`config.mk`:
```
export PLATFORM = sky130hd
export DESIGN_NAME = add_sub_serial
export DESIGN_NICKNAME = d
export VERILOG_FILES = /design/src/rtl/add_sub_serial.sv
export SDC_FILE = /design/constraint.sdc
export NUM_CORES = 1
export LEC_CHECK = 0
export ABC_AREA = 1
export CAP_MARGIN = 5
export CORE_ASPECT_RATIO = 0.6
export CORE_MARGIN = 2
export CORE_UTILIZATION = 47
export DETAILED_ROUTE_END_ITERATION = 8
export GPL_TIMING_DRIVEN = 1
export PLACE_DENSITY = 0.86
export SYNTH_ARGS = -nofsm -noshare
export SYNTH_HDL_FRONTEND = slang
export SYNTH_SLANG_ARGS = --single-unit
```
`constraint.sdc`:
```
create_clock -name clk -period 1.1 [get_ports clk]
set_input_delay 0.22 -clock clk [delete_from_list [all_inputs] [get_ports clk]]
set_output_delay 0.22 -clock clk [all_outputs]
set_load 0.005 [all_outputs]
```
`src/rtl/add_sub_serial.sv`:
```
// Digit-serial adder/subtractor: DIGIT bits per cycle, result registered on completion.
// Optional signed overflow detection when ADD_SUB_OVERFLOW_EN is defined.
module add_sub_serial #(
  parameter int WIDTH = 8,
  parameter int DIGIT = 1
) (
  input  logic             clk,
  input  logic             rst,
  input  logic             start,
  input  logic [WIDTH-1:0] a,
  input  logic [WIDTH-1:0] b,
  input  logic             c_in,
  output logic             busy,
  output logic             done,
  output logic [WIDTH-1:0] sum,
  output logic             c_out,
  output logic             overflow
);

  localparam int STEPS = WIDTH / DIGIT;
  localparam int CW    = (STEPS > 1) ? $clog2(STEPS) : 1;

  typedef enum logic [1:0] {IDLE, RUN, DONE} state_t;

  state_t           state;
  logic [WIDTH-1:0] a_sr;
  logic [WIDTH-1:0] b_sr;
  logic [WIDTH-1:0] acc;
  logic             carry;
  logic [CW-1:0]    step;

  logic [DIGIT:0]   dsum;
  logic [WIDTH-1:0] acc_next;
  logic             last_step;

  // Each digit of partial result enters at the MSB end, so after STEPS shifts acc is aligned.
  always_comb begin
    dsum      = {1'b0, a_sr[DIGIT-1:0]} + {1'b0, b_sr[DIGIT-1:0]} + {{DIGIT{1'b0}}, carry};
    acc_next  = (acc >> DIGIT) | (WIDTH'(dsum[DIGIT-1:0]) << (WIDTH - DIGIT));
    last_step = (step == CW'(STEPS - 1));
  end

  always_ff @(posedge clk or posedge rst) begin
    if (rst) begin
      state <= IDLE;
      a_sr  <= '0;
      b_sr  <= '0;
      acc   <= '0;
      carry <= 1'b0;
      step  <= '0;
      busy  <= 1'b0;
      done  <= 1'b0;
      sum   <= '0;
      c_out <= 1'b0;
    end else begin
      case (state)
        IDLE, DONE: begin
          done <= 1'b0;
          if (start) begin
            a_sr  <= a;
            b_sr  <= b ^ {WIDTH{c_in}};
            acc   <= '0;
            carry <= c_in;
            step  <= '0;
            busy  <= 1'b1;
            state <= RUN;
          end else begin
            busy  <= 1'b0;
            state <= IDLE;
          end
        end
        RUN: begin
          a_sr  <= a_sr >> DIGIT;
          b_sr  <= b_sr >> DIGIT;
          acc   <= acc_next;
          carry <= dsum[DIGIT];
          step  <= step + CW'(1);
          if (last_step) begin
            sum   <= acc_next;
            c_out <= dsum[DIGIT];
            busy  <= 1'b0;
            done  <= 1'b1;
            state <= DONE;
          end
        end
        default: begin
          busy  <= 1'b0;
          done  <= 1'b0;
          state <= IDLE;
        end
      endcase
    end
  end

`ifdef ADD_SUB_OVERFLOW_EN
  // Carry into the MSB is recovered from the MSB sum bit and its two operand bits.
  logic msb_cin;
  assign msb_cin = dsum[DIGIT-1] ^ a_sr[DIGIT-1] ^ b_sr[DIGIT-1];

  always_ff @(posedge clk or posedge rst) begin
    if (rst)
      overflow <= 1'b0;
    else if (state == RUN && last_step)
      overflow <= msb_cin ^ dsum[DIGIT];
  end
`else
  assign overflow = 1'b0;
`endif

endmodule

```
==> impl_metrics.json <==
{
  "outcome": "complete, but fails checks",
  "violations": "setup timing",
  "max-vdd-ir-drop_uv": 1300,
  "slew_viol_final": 0,
  "portBuffers": 30,
  "wl_per_cell_microns": 15.8,
  "endpoint_kind": "flip-flop",
  "antenna_found_initial": 0,
  "drc": 0,
  "place_area_sq_mm": 0.00229,
  "dieHeight_microns": 52.0,
  "clock_sinks": 39,
  "fmax_mhz": 850,
  "final_nets": 313,
  "setup_viol": 33,
  "rr_startpoint": "state[1]",
  "hpwl_mm": 2.74,
  "die_area_sq_mm": 0.00437,
  "hold_viol": 0,
  "cts.path.max_buffers": 2,
  "seq_area_sq_um": 977,
  "gp_congestion": 0.736,
  "synth_area_leader_cell": "dfrtp_1",
  "syn_nets": 249,
  "highest_layer": "met4",
  "dr.pass1.iters": 4,
  "vias": 1802,
  "worstSetupPathType": "reg -> reg",
  "synth.avg_cell_area_sq_um": 7.99,
  "synth-seq-cells": 39,
  "final_core_util": 0.747,
  "placedCellCount": 312,
  "worstSetupStartpointType": "flip-flop",
  "syn2layout_area_growth_pct": 52.1,
  "synth_area_sq_mm": 0.00181,
  "finish.instance_area_sq_mm": 0.00275,
  "htreeDepth": 2,
  "via_per_inst": 5.33,
  "fp.dieW_microns": 84.0,
  "multi_input_area_sq_um": 945,
  "crit_arrival_ps": 1370,
  "clock-root-buffer": "clkbuf_8",
  "ioPinCount": 32,
  "stdcell_count": 338,
  "grt_max_degree": 40,
  "synthDistinctLibCells": 19,
  "cts_made_buffers": 5,
  "rows": 17,
  "nFillCells": 243,
  "postRouteAntennaNets": 0,
  "grt_setup_unrepaired": "true",
  "drt_wl_total_mm": 5.33,
  "synth_top_area_frac": 0.540,
  "coreArea_sq_mm": 0.00368,
  "mostFrequentLayoutCells": "91 x nand2_1, 38 x dfrtp_1, 24 x nand3_1",
  "start_util": 0.491,
  "clock_latency_ps": 300,
  "synth_cells": 226,
  "clk_pin_slew_ps": 70,
  "diodes": 0,
  "power_density_mw_per_mm2": 2750,
  "grt_pass1_vias": 1661,
  "setup_slack_ps": -75.9,
  "drive_above_1_share": 0.337,
  "cts_tree": "done",
  "period_needed_ps": 1180,
  "layout_commonest_cell": "nand2_1",
  "grt_usage": 0.206,
  "finClkSkew_ps": 4.96,
  "cap_violations": 0,
  "met1_length_mm": 2.11,
  "ys_seq_area_frac": 0.540,
  "wl_met2_mm": 2.62,
  "required_ps": 1290,
  "worst-path-max-fanout": 5,
  "synth_warnings": 0,
  "grt_overflow": 0,
  "wl_met3_microns": 450,
  "grt_pass1_wl_mm": 6.84,
  "synthTopCellsByArea": "dfrtp_1 54%, nand2_1 22%, nand3_1 11%",
  "hold_class": "in -> async",
  "drtIter0Drc": 137,
  "finalCritPeriodShare": 1.07,
  "cp-startpoint": "state[1]",
  "power_leakage_nw": 1.46
}
==> cell usage after synthesis <==
| master | n |
|---|---|
| a21oi_1 | 1 |
| buf_2 | 1 |
| buf_4 | 3 |
| buf_6 | 1 |
| clkbuf_1 | 1 |
| conb_1 | 1 |
| dfrtp_1 | 39 |
| fa_1 | 1 |
| ha_1 | 2 |
| inv_1 | 19 |
| inv_2 | 3 |
| nand2_1 | 107 |
| nand2_2 | 2 |
| nand2_4 | 1 |
| nand3_1 | 38 |
| nor2_1 | 1 |
| nor2_2 | 3 |
| o21ai_0 | 1 |
| xor2_1 | 1 |
==> per-layer routing <==
metal	track usage	up-vias
li1	-	829
met1	0.243	870
met2	0.364	85
met3	0.0571	18
met4	0.0806	0
met5	0	-
==> flip-flops by register name, indices dropped and copies added (netlist names) <==
name,flops
b_sr,8
busy,1
c_out,1
sum,8
carry,1
a_sr,8
state,2
acc,7
step,3
==> what timing repair did <==
| item | CTS | global route |
|---|---|---|
| setup endpoints to repair | 44 | 46 |
| setup buffers | 8 | 6 |
| pin swaps | 6 | 17 |
| cloned | 1 | 3 |
| resized for setup | 39 | 64 |
| hold buffers | 0 | 0 |
==> cell type report <==
cell class                      instances  area share
Timing Repair inverter                  2     0.00819
Sequential cell                        39       0.355
Clock buffer                            7      0.0278
Clock inverter                          1     0.00182
Inverter                               22      0.0405
Tap cell                               47      0.0214
Timing Repair Buffer                   60       0.201
Multi-Input combinational cell        160       0.344
==> worst max-delay path: stages (launching register included) <==
cell      delay (ps)
dfrtp_1          410
buf_6            140
inv_6             60
nand2_8           90
nand2_8          150
clkinv_8         100
nand2_1           70
nand2_1           50
==> where the power goes <==
part           internal, mW  switching (mW)  leakage (nW)  total (mW)
combinational          1.81            2.18         0.929        3.99
clock                 0.445           0.491        0.0422       0.935
sequential             2.09           0.545         0.490        2.63
==> per-stage QoR <==
step	power (mW)	hold slack [ps]	setup TNS, ps	setup slack, ps
detailed placement	5.18	464	-6560	-254
global placement	5.05	455	-5620	-196
floorplan	4.09	192	-10.9	-9.78
CTS	6.37	327	-243	-56.0
global route	8.04	356	-2830	-132
finish	7.56	314	-1140	-75.9
==> kinds of logic (layout without fill, tap and decap cells) <==
group	Yosys count	after routing	synth area share
compound gates	2	2	0.00553
xor+xnor	1	1	0.00485
fa+ha+maj	3	3	0.0249
buf+inv	28	92	0.0692
flops	39	39	0.540
other cells	1	1	0.00208
simple gates	152	153	0.353
==> final timing paths <==
path,end,cells after the start,slack [ps]
worst max-delay path,carry,7,-80
worst min-delay path,sum[6],3,310
worst min register to register,a_sr[6],2,480
worst max register to register,carry,7,-80
min in group clk,a_sr[6],2,480
max in group asynchronous,state[0],3,580
(Power assumes the default switching activity.)
